<file path="src/rtl/ipd_pkg.sv">
// Shared encodings for the iterated Prisoner's Dilemma blocks: actions, winner codes, FSM states.
package ipd_pkg;

  localparam logic ACT_COOP   = 1'b0;
  localparam logic ACT_DEFECT = 1'b1;

  localparam logic [1:0] WIN_TIE = 2'b00;
  localparam logic [1:0] WIN_A   = 2'b01;
  localparam logic [1:0] WIN_B   = 2'b10;

  typedef enum logic [1:0] {
    S_IDLE = 2'b00,
    S_PLAY = 2'b01,
    S_DONE = 2'b10
  } state_e;

endpackage

</file>
<file path="src/rtl/ipd_payoff_lut.sv">
// Combinational payoff lookup: {action_a, action_b} -> {pay_a, pay_b} from a parametrised matrix.
module ipd_payoff_lut
  import ipd_pkg::*;
#(
  parameter int PAY_W  = 32,
  parameter int PAY_CC = 5,
  parameter int PAY_CD = 1,
  parameter int PAY_DC = 4,
  parameter int PAY_DD = 2
) (
  input  logic             action_a,
  input  logic             action_b,
  output logic [PAY_W-1:0] pay_a,
  output logic [PAY_W-1:0] pay_b
);

  localparam logic [PAY_W-1:0] P_CC = PAY_W'(PAY_CC);
  localparam logic [PAY_W-1:0] P_CD = PAY_W'(PAY_CD);
  localparam logic [PAY_W-1:0] P_DC = PAY_W'(PAY_DC);
  localparam logic [PAY_W-1:0] P_DD = PAY_W'(PAY_DD);

  // Payoff matrix lookup
  always_comb begin
    pay_a = {PAY_W{1'b0}};
    pay_b = {PAY_W{1'b0}};
    case ({action_a, action_b})
      {ACT_COOP, ACT_COOP}: begin
        pay_a = P_CC;
        pay_b = P_CC;
      end
      {ACT_COOP, ACT_DEFECT}: begin
        pay_a = P_CD;
        pay_b = P_DC;
      end
      {ACT_DEFECT, ACT_COOP}: begin
        pay_a = P_DC;
        pay_b = P_CD;
      end
      {ACT_DEFECT, ACT_DEFECT}: begin
        pay_a = P_DD;
        pay_b = P_DD;
      end
      default: begin
        pay_a = {PAY_W{1'b0}};
        pay_b = {PAY_W{1'b0}};
      end
    endcase
  end

endmodule

</file>
<file path="src/rtl/ipd_match_scorer.sv">
// One iterated match of ROUNDS rounds: saturating scores, action counts, registered winner.
// Optional IPD_STREAK_TRACK_EN adds cur_streak/max_streak mutual-cooperation tracking.
module ipd_match_scorer
  import ipd_pkg::*;
#(
  parameter int SCORE_W = 32,
  parameter int ROUNDS  = 200,
  parameter int PAY_CC  = 5,
  parameter int PAY_CD  = 1,
  parameter int PAY_DC  = 4,
  parameter int PAY_DD  = 2,
  localparam int CNT_W  = $clog2(ROUNDS + 1)
) (
  input  logic               clk,
  input  logic               reset,
  input  logic               start,
  input  logic               act_valid,
  input  logic               action_A,
  input  logic               action_B,
  output logic               act_ready,
  output logic [SCORE_W-1:0] score_A,
  output logic [SCORE_W-1:0] score_B,
  output logic [CNT_W-1:0]   coop_A_cnt,
  output logic [CNT_W-1:0]   defect_A_cnt,
  output logic [CNT_W-1:0]   coop_B_cnt,
  output logic [CNT_W-1:0]   defect_B_cnt,
  output logic [CNT_W-1:0]   round_cnt,
  output logic               match_done,
`ifdef IPD_STREAK_TRACK_EN
  output logic [CNT_W-1:0]   cur_streak,
  output logic [CNT_W-1:0]   max_streak,
`endif
  output logic [1:0]         winner
);

  localparam logic [CNT_W-1:0]   CNT_ONE  = CNT_W'(1);
  localparam logic [CNT_W-1:0]   CNT_LAST = CNT_W'(ROUNDS);
  localparam logic [SCORE_W-1:0] SCORE_MAX = {SCORE_W{1'b1}};

  state_e             state_q, state_d;
  logic [SCORE_W-1:0] score_a_q, score_a_d, score_b_q, score_b_d;
  logic [CNT_W-1:0]   coop_a_q, coop_a_d, defect_a_q, defect_a_d;
  logic [CNT_W-1:0]   coop_b_q, coop_b_d, defect_b_q, defect_b_d;
  logic [CNT_W-1:0]   round_q, round_d;
  logic [1:0]         winner_q, winner_d;
  logic               act_ready_q, act_ready_d;
  logic               match_done_q, match_done_d;

  logic [SCORE_W-1:0] pay_a_s, pay_b_s;
  logic [SCORE_W:0]   sum_a_s, sum_b_s;
  logic [SCORE_W-1:0] sat_a_s, sat_b_s;
  logic               accept_s, clear_s;

  ipd_payoff_lut #(
    .PAY_W (SCORE_W),
    .PAY_CC(PAY_CC),
    .PAY_CD(PAY_CD),
    .PAY_DC(PAY_DC),
    .PAY_DD(PAY_DD)
  ) u_lut (
    .action_a(action_A),
    .action_b(action_B),
    .pay_a   (pay_a_s),
    .pay_b   (pay_b_s)
  );

  assign accept_s = (state_q == S_PLAY) && act_valid;
  assign clear_s  = (state_q != S_PLAY) && start;

  // Saturating score adders: the carry-out selects the ceiling instead of wrapping
  always_comb begin
    sum_a_s = {1'b0, score_a_q} + {1'b0, pay_a_s};
    sum_b_s = {1'b0, score_b_q} + {1'b0, pay_b_s};
    if (sum_a_s[SCORE_W]) begin
      sat_a_s = SCORE_MAX;
    end else begin
      sat_a_s = sum_a_s[SCORE_W-1:0];
    end
    if (sum_b_s[SCORE_W]) begin
      sat_b_s = SCORE_MAX;
    end else begin
      sat_b_s = sum_b_s[SCORE_W-1:0];
    end
  end

  // Match FSM next-state and datapath updates
  always_comb begin
    state_d    = state_q;
    score_a_d  = score_a_q;
    score_b_d  = score_b_q;
    coop_a_d   = coop_a_q;
    defect_a_d = defect_a_q;
    coop_b_d   = coop_b_q;
    defect_b_d = defect_b_q;
    round_d    = round_q;
    winner_d   = winner_q;
    case (state_q)
      S_IDLE, S_DONE: begin
        if (start) begin
          state_d    = S_PLAY;
          score_a_d  = {SCORE_W{1'b0}};
          score_b_d  = {SCORE_W{1'b0}};
          coop_a_d   = {CNT_W{1'b0}};
          defect_a_d = {CNT_W{1'b0}};
          coop_b_d   = {CNT_W{1'b0}};
          defect_b_d = {CNT_W{1'b0}};
          round_d    = {CNT_W{1'b0}};
          winner_d   = WIN_TIE;
        end else begin
          state_d = state_q;
        end
      end
      S_PLAY: begin
        if (act_valid) begin
          score_a_d = sat_a_s;
          score_b_d = sat_b_s;
          round_d   = round_q + CNT_ONE;
          if (action_A == ACT_COOP) begin
            coop_a_d = coop_a_q + CNT_ONE;
          end else begin
            defect_a_d = defect_a_q + CNT_ONE;
          end
          if (action_B == ACT_COOP) begin
            coop_b_d = coop_b_q + CNT_ONE;
          end else begin
            defect_b_d = defect_b_q + CNT_ONE;
          end
          // Winner is captured on the same edge that enters DONE
          if (round_d == CNT_LAST) begin
            state_d = S_DONE;
            if (sat_a_s > sat_b_s) begin
              winner_d = WIN_A;
            end else if (sat_b_s > sat_a_s) begin
              winner_d = WIN_B;
            end else begin
              winner_d = WIN_TIE;
            end
          end else begin
            state_d = S_PLAY;
          end
        end else begin
          state_d = S_PLAY;
        end
      end
      default: begin
        state_d = S_IDLE;
      end
    endcase
    act_ready_d  = (state_d == S_PLAY);
    match_done_d = (state_d == S_DONE);
  end

  // State and result registers
  always_ff @(posedge clk or posedge reset) begin
    if (reset) begin
      state_q      <= S_IDLE;
      score_a_q    <= {SCORE_W{1'b0}};
      score_b_q    <= {SCORE_W{1'b0}};
      coop_a_q     <= {CNT_W{1'b0}};
      defect_a_q   <= {CNT_W{1'b0}};
      coop_b_q     <= {CNT_W{1'b0}};
      defect_b_q   <= {CNT_W{1'b0}};
      round_q      <= {CNT_W{1'b0}};
      winner_q     <= WIN_TIE;
      act_ready_q  <= 1'b0;
      match_done_q <= 1'b0;
    end else begin
      state_q      <= state_d;
      score_a_q    <= score_a_d;
      score_b_q    <= score_b_d;
      coop_a_q     <= coop_a_d;
      defect_a_q   <= defect_a_d;
      coop_b_q     <= coop_b_d;
      defect_b_q   <= defect_b_d;
      round_q      <= round_d;
      winner_q     <= winner_d;
      act_ready_q  <= act_ready_d;
      match_done_q <= match_done_d;
    end
  end

`ifdef IPD_STREAK_TRACK_EN
  logic [CNT_W-1:0] cur_streak_q, cur_streak_d, max_streak_q, max_streak_d;

  // Mutual-cooperation run tracking
  always_comb begin
    cur_streak_d = cur_streak_q;
    max_streak_d = max_streak_q;
    if (clear_s) begin
      cur_streak_d = {CNT_W{1'b0}};
      max_streak_d = {CNT_W{1'b0}};
    end else if (accept_s) begin
      if ((action_A == ACT_COOP) && (action_B == ACT_COOP)) begin
        cur_streak_d = cur_streak_q + CNT_ONE;
      end else begin
        cur_streak_d = {CNT_W{1'b0}};
      end
      if (cur_streak_d > max_streak_q) begin
        max_streak_d = cur_streak_d;
      end else begin
        max_streak_d = max_streak_q;
      end
    end else begin
      cur_streak_d = cur_streak_q;
    end
  end

  // Streak registers
  always_ff @(posedge clk or posedge reset) begin
    if (reset) begin
      cur_streak_q <= {CNT_W{1'b0}};
      max_streak_q <= {CNT_W{1'b0}};
    end else begin
      cur_streak_q <= cur_streak_d;
      max_streak_q <= max_streak_d;
    end
  end

  assign cur_streak = cur_streak_q;
  assign max_streak = max_streak_q;
`else
  logic unused_s;
  assign unused_s = clear_s & accept_s;
`endif

  assign act_ready    = act_ready_q;
  assign match_done   = match_done_q;
  assign winner       = winner_q;
  assign score_A      = score_a_q;
  assign score_B      = score_b_q;
  assign coop_A_cnt   = coop_a_q;
  assign defect_A_cnt = defect_a_q;
  assign coop_B_cnt   = coop_b_q;
  assign defect_B_cnt = defect_b_q;
  assign round_cnt    = round_q;

endmodule

</file>
<file path="config.mk">
export PLATFORM = sky130hd
export DESIGN_NAME = ipd_match_scorer
export DESIGN_NICKNAME = d
export VERILOG_FILES = /design/src/rtl/ipd_pkg.sv /design/src/rtl/ipd_payoff_lut.sv /design/src/rtl/ipd_match_scorer.sv
export SDC_FILE = /design/constraint.sdc
export NUM_CORES = 1
export LEC_CHECK = 0
export ABC_AREA = 1
export BUFFER_PORTS_ARGS = -buffer_cell sky130_fd_sc_hd__buf_4
export CAP_MARGIN = 10
export CORE_MARGIN = 2
export CORE_UTILIZATION = 59
export DETAILED_ROUTE_END_ITERATION = 7
export PLACE_DENSITY = 0.82
export SLEW_MARGIN = 20
export SYNTH_ARGS = -nofsm -noshare
export SYNTH_HDL_FRONTEND = slang
export SYNTH_SLANG_ARGS = --single-unit
</file>
<file path="constraint.sdc">
create_clock -name clk -period 3.6 [get_ports clk]
set_input_delay 0 -clock clk [delete_from_list [all_inputs] [get_ports clk]]
set_output_delay 0 -clock clk [all_outputs]
set_load 0.01 [all_outputs]
</file>
### Yosys cells after proc, flatten, opt, wreduce, memory -nomap -nowiden

Cells that the tools add are included.
W data, S select, Z words.

* flip-flop bits (word level): 110
* input bits: 6
* output and inout bits: 108
* logic and storage cells: 79

* $add $sub $neg: 7
* $lt $le $gt $ge: 2
* equality and inequality tests: 15
* mux-type cells: 34
* reductions and logical operators: 10

Operators by type and width (count)
* $pmux W32 S4: 2
* $mux W32: 5
* $pmux W32 S2: 2
* $mux W8: 10
* $pmux W8 S2: 5
* $add A32 B32 Y33: 2
* $gt A32 B32 Y1: 2
* $add A8 B1 Y8 const B: 5
* $reduce_and A4 Y1: 5
* $mux W2: 8
* $ne A2 B2 Y1 const B: 6
* $eq A2 B2 Y1 const B: 4
* $eq A8 B8 Y1 const B: 1
* $pmux W2 S2: 2
* $eq A2 B1 Y1 const B: 3
* $logic_not A2 Y1: 2
* $reduce_and A3 Y1: 1
* $ne A2 B1 Y1 const B: 1
* $reduce_bool A2 Y1: 1
* $reduce_or A2 Y1: 1

### Depth between registers and ports, before layout

* depth after elaboration: 10
* mapped depth: 28
* mapped depth without buffers: 28

### Modules after synthesis

A second synthesis with hierarchy kept.

* cell total of the unflattened synthesis: 1828
* area, all modules: 11509.8 um^2

Modules (own cells, without submodules)
* ipd_match_scorer: instances 1, cells an instance 1762, area an instance 11033.1 um^2, sequential area each 2752.6 um^2
* ipd_payoff_lut: instances 1, cells an instance 66, area an instance 476.7 um^2, sequential area each 0.0 um^2

### Worst setup path before layout

No wires, ideal clock.

* path type: reg2reg
* start: register score_a_q[0], in the netlist score_A[0]
* end: register winner_q[1], in the netlist winner[1]
* library setup time: 0.118 ns
* arrival time: 2.889 ns
* required time: 3.482 ns
* slack: 0.594 ns
* stages on the path, launching flop included: 23
* path buffers: 1
* clock period less this slack: 3.006 ns
* cell sequence: dfrtp_1 -> ha_1 -> inv_1 -> fa_1 -> inv_1 -> nand2_1 -> nand2_1 -> nand2_2 -> inv_1 -> nand2_2 -> nor2_2 -> nand2_2 -> buf_2 -> nand3_1 -> inv_1 -> ha_1 -> nand2_1 -> nor2_1 -> nand4_1 -> nor3_1 -> nand4_1 -> nand3_1 -> nand2_1

* longest elaborated chain between the ends: 8
* elaborated cells between the ends (all ways): 9
* those cells by class: add/sub: 1; order compare: 2; mux: 6

Ends and longest elaborated chain
* start, declared: line ipd_match_scorer.sv:41 `logic [SCORE_W-1:0] score_a_q, score_a_d, score_b_q, score_b_d;`
* start signal, assigned: line ipd_match_scorer.sv:157 `score_a_q <= {SCORE_W{1'b0}};`
* start signal, assigned: line ipd_match_scorer.sv:169 `score_a_q <= score_a_d;`
* $add A32 B32 Y33 *: line ipd_match_scorer.sv:72 `sum_a_s = {1'b0, score_a_q} + {1'b0, pay_a_s};`
* $mux W32 *: line ipd_match_scorer.sv:74 `if (sum_a_s[SCORE_W]) begin`
* $gt A32 B32 Y1: line ipd_match_scorer.sv:133 `end else if (sat_b_s > sat_a_s) begin`
* $mux W2: line ipd_match_scorer.sv:133
* $mux W2 *: line ipd_match_scorer.sv:131 `if (sat_a_s > sat_b_s) begin`
* $mux W2 *: line ipd_match_scorer.sv:129 `if (round_d == CNT_LAST) begin`
* $mux W2 *: line ipd_match_scorer.sv:114 `if (act_valid) begin`
* $pmux W2 S2 *: line ipd_match_scorer.sv:97 `case (state_q)`
* end signal, assigned: line ipd_match_scorer.sv:176 `winner_q <= winner_d;`
* end, declared: line ipd_match_scorer.sv:45 `logic [1:0] winner_q, winner_d;`

Mark *: on every way between the ends. The rest lies on a longest branch, timed or not. The select of a mux whose other input is x is not followed.
A chain may end at the register's enable or synchronous reset.

### Worst setup path after layout

Same ends and word-level chain as after synthesis.

==> results.toml <==
[floorplanning]
die_y_um = 120
die_w_um = 120
num_io_pins = 114
num_rows = 42
dieArea_mm2 = 0.0145
start_util_pct = 60.2
core_mm2 = 0.0132

[cells_and_area]
drive_gt1_share_pct = 18.0
final_common_cell = "nand2_1"
final_cell_mix = "nand2_1 (336), inv_1 (169), buf_4 (127), dfrtp_1 (110), nor2_1 (86)"
utilization_pct = 70.7
syn_to_final_growth_pct = 17.4
fin_nets = 1305
antenna_cells = 0

[placed_design]
port_buffers = 113
routabilityCongestion = 1.03
dp_hpwl_um = 17300

[synthesis]
async_flop_share_pct = 100
synth_seq_area_share_pct = 34.5
syn-num-nets = 1186
synth-xor-area-share_pct = 1.65
ys_ff_latch = 110
synth_top_family_by_area = "simple AND/OR/NAND/NOR gates"
syn_area_per_cell_um2 = 7.03
synth_mux_area_share_pct = 0
ys.flop_type = "dfrtp_1"
synth_compound_area_share_pct = 10.1
synth_cell_type_count = 45
synthCells = 1134
yosys.area_share.simple_pct = 36.3
synthAdderAreaFrac_pct = 7.40
syn_area_mm2 = 0.00798
synth_edf_count = 0
yosysWarningCount = 0

[power_and_ir_drop]
combPwrFrac_pct = 45.4
p_per_area_mw_per_mm2 = 586
clkPwrFrac_pct = 18.1
vdd_drop_max_uv = 451
p_sw_mw = 2.37
p_int_mw = 3.12
leakagePower_nw = 4.87
swShare_pct = 43.2
p_seq_share_pct = 36.6

[global_routing]
antenna_found_initial = 0
grt_pass1_vias = 7534
globalRouteOverflowTotal = 0
grt_start_max_net_pins = 61
grt_pass1_wl_um = 37000
grtUsageTotal_pct = 32.3

[timing]
drv_slew = 0
max_freq_mhz = 305
skew_ns = 0.0115
finalSetupViolCount = 0
fin_crit_ns = 3.28
worst_pin_slew_ns = 0.704
post-route-period-util_pct = 91.2
final-hold-violation-count = 0
slew_headroom_pct = 53.0
fin_setup_tns_ns = 0

[clock_network]
cts_root_buf = "clkbuf_16"
cts_tree = "done"
clk_latency_ns = 0.37
clk_pin_slew_ns = 0.07
cts_max_path_buffers = 2
htreeDepth = 3
numCtsBuffers = 9
numClockSinks = 110

[routing]
drt_first_pass_iters = 6
num_vias = 8142
final_antenna_net_count = 0
drtIter0Drc = 901
post-route-drc-count = 0
wl_per_cell_um = 15.9
routed_via_density = 5.68
wl_um = 22900

[critical_path]
worst_path_max_delay_cell = "dfrtp_1"
slowest_delay_ns = 0.39
critical_path.max_fanout = 14
critPathBufInv = 6
worstPathRequired_ns = 3.86
crit_path_end_kind = "register"
cp.arrival_ns = 3.55
critPathLaunchType = "register"
crit_type = "reg2reg"
crit_family = "simple AND/OR/NAND/NOR gates"
crit_path_frequent_cell = "nand2_1"

[status]
status = "finished, final reports clean"

[min_path]
hold_class = "in2reg"

[run]
cap_violations = 0
## path summary, 6_finish.rpt
kind                                   endpoint  slack [ns]  depth (start not counted)          start
worst min-delay path            defect_A_cnt[0]        0.04                          3       action_A
worst max register to register        winner[1]        0.32                         27     score_A[0]
worst min register to register    coop_A_cnt[7]        0.47                          1  coop_A_cnt[7]
worst max-delay path                  winner[1]        0.32                         27     score_A[0]
max in group asynchronous           score_A[18]        2.40                          4          reset
min in group asynchronous            score_B[7]        0.31                          3          reset
## state kept, by name (all words and copies together), names as in the netlist
register / flops
score_A: 32
score_B: 32
coop_A_cnt: 8
coop_B_cnt: 8
defect_A_cnt: 8
defect_B_cnt: 8
round_cnt: 8
state_q: 2
winner: 2
act_ready: 1
match_done: 1
## Yosys cell counts, types with 2 or more instances
cell type | instances | area (um2)
buf_2 | 7 | 35.0
nor2_4 | 3 | 33.8
nand2_4 | 4 | 45.0
xor2_1 | 14 | 123
nand3b_1 | 2 | 15.0
o22ai_2 | 2 | 25.0
buf_6 | 5 | 56.3
o21ai_2 | 4 | 35.0
nor2_2 | 10 | 62.6
ha_1 | 44 | 551
inv_2 | 7 | 26.3
nor2_1 | 86 | 323
nand2_1 | 336 | 1260
fa_1 | 2 | 40.0
inv_1 | 170 | 638
o21ai_1 | 7 | 35.0
a31oi_1 | 2 | 12.5
nand2_2 | 11 | 68.8
nand3_2 | 25 | 250
or2_2 | 4 | 25.0
nor3_1 | 24 | 120
a21oi_1 | 27 | 135
o22ai_1 | 11 | 68.8
o21bai_1 | 2 | 15.0
buf_1 | 4 | 15.0
nor3_2 | 8 | 80.1
a21o_1 | 2 | 15.0
o31ai_1 | 3 | 22.5
nand3_1 | 70 | 350
nand4_1 | 30 | 188
clkbuf_1 | 6 | 22.5
nor3b_1 | 2 | 15.0
or2_1 | 2 | 12.5
o21ai_0 | 76 | 380
o21a_1 | 3 | 22.5
dfrtp_1 | 110 | 2750
## worst reg2reg max path, stage by stage, from the launching register on
cell     delay, ns
dfrtp_1       0.39
ha_1          0.19
inv_1         0.06
fa_2          0.35
inv_1         0.06
nand2_1       0.04
nand2_1       0.09
nand2_2       0.08
inv_1         0.11
nand2_2       0.11
nor2_4        0.14
nand2_4       0.13
buf_4         0.21
nand3_1       0.11
inv_1         0.09
ha_1          0.31
nand2_1       0.10
inv_1         0.04
nand2_1       0.05
nand2_1       0.04
nand2_1       0.05
nand2_1       0.07
nand2_1       0.06
nand2_1       0.05
nand2_1       0.05
nand2_1       0.06
nand3_1       0.08
nand2_1       0.05
## layer usage
layer | part of all wire (%) | vias up | track usage (%) | routed length, um
met3 | 7.8 | 55 | 6.46 | 1770
met1 | 41 | 3797 | 40.8 | 9260
li1 | - | 3907 | - | -
met4 | 3.6 | 0 | 14.0 | 820
met2 | 48 | 383 | 54.0 | 11000
met5 | 0 | - | 0 | 0
## power by group through the flow
stage          sequential (mW)  clock [mW]  combinational (mW)
6_report                  2.01       0.991                2.49
5_1_grt                   2.06        1.06                2.80
4_1_cts                   2.00        1.01                2.48
3_5_place_dp              2.01           0                2.46
3_3_place_gp              2.01           0                2.37
2_1_floorplan             2.06           0                1.38
## timing repair
action	in CTS	in global routing
hold buffers	3	0
resized for setup	0	3
buffers inserted	0	2
endpoints found under the setup margin	0	2
endpoints found under the hold margin	54	0
## layout make-up
cell class / instances / area (um2)
Inverter: 178 / 671
Timing Repair Buffer: 131 / 1000
Multi-Input combinational cell: 823 / 4430
Tap cell: 176 / 220
Sequential cell: 110 / 2750
Clock buffer: 11 / 243
Clock inverter: 5 / 41.3
Fill cell: 1136 / 3880
## per-stage QoR
stage | hold WS (ns) | power (mW) | instance area (um2) | std cells | setup slack, ns
finish | 0.0424 | 5.49 | 9360 | 1434 | 0.316
global route | 0.0768 | 5.91 | 9360 | 1434 | -0.00747
CTS | 0.0439 | 5.48 | 9340 | 1432 | 0.213
detailed placement | 0.173 | 4.47 | 9020 | 1413 | 0.236
global placement | 0.169 | 4.38 | 9020 | 1413 | 0.364
floorplan | 0.218 | 3.44 | 7980 | 1134 | 0.594
## kinds of logic after synthesis
logic type | count (synthesis)
fa+ha+maj | 46
buf+inv | 201
simple gates | 620
xor+xnor | 15
compound gates | 142
flops | 110
Note: power is estimated with default switching activity, not from simulation.
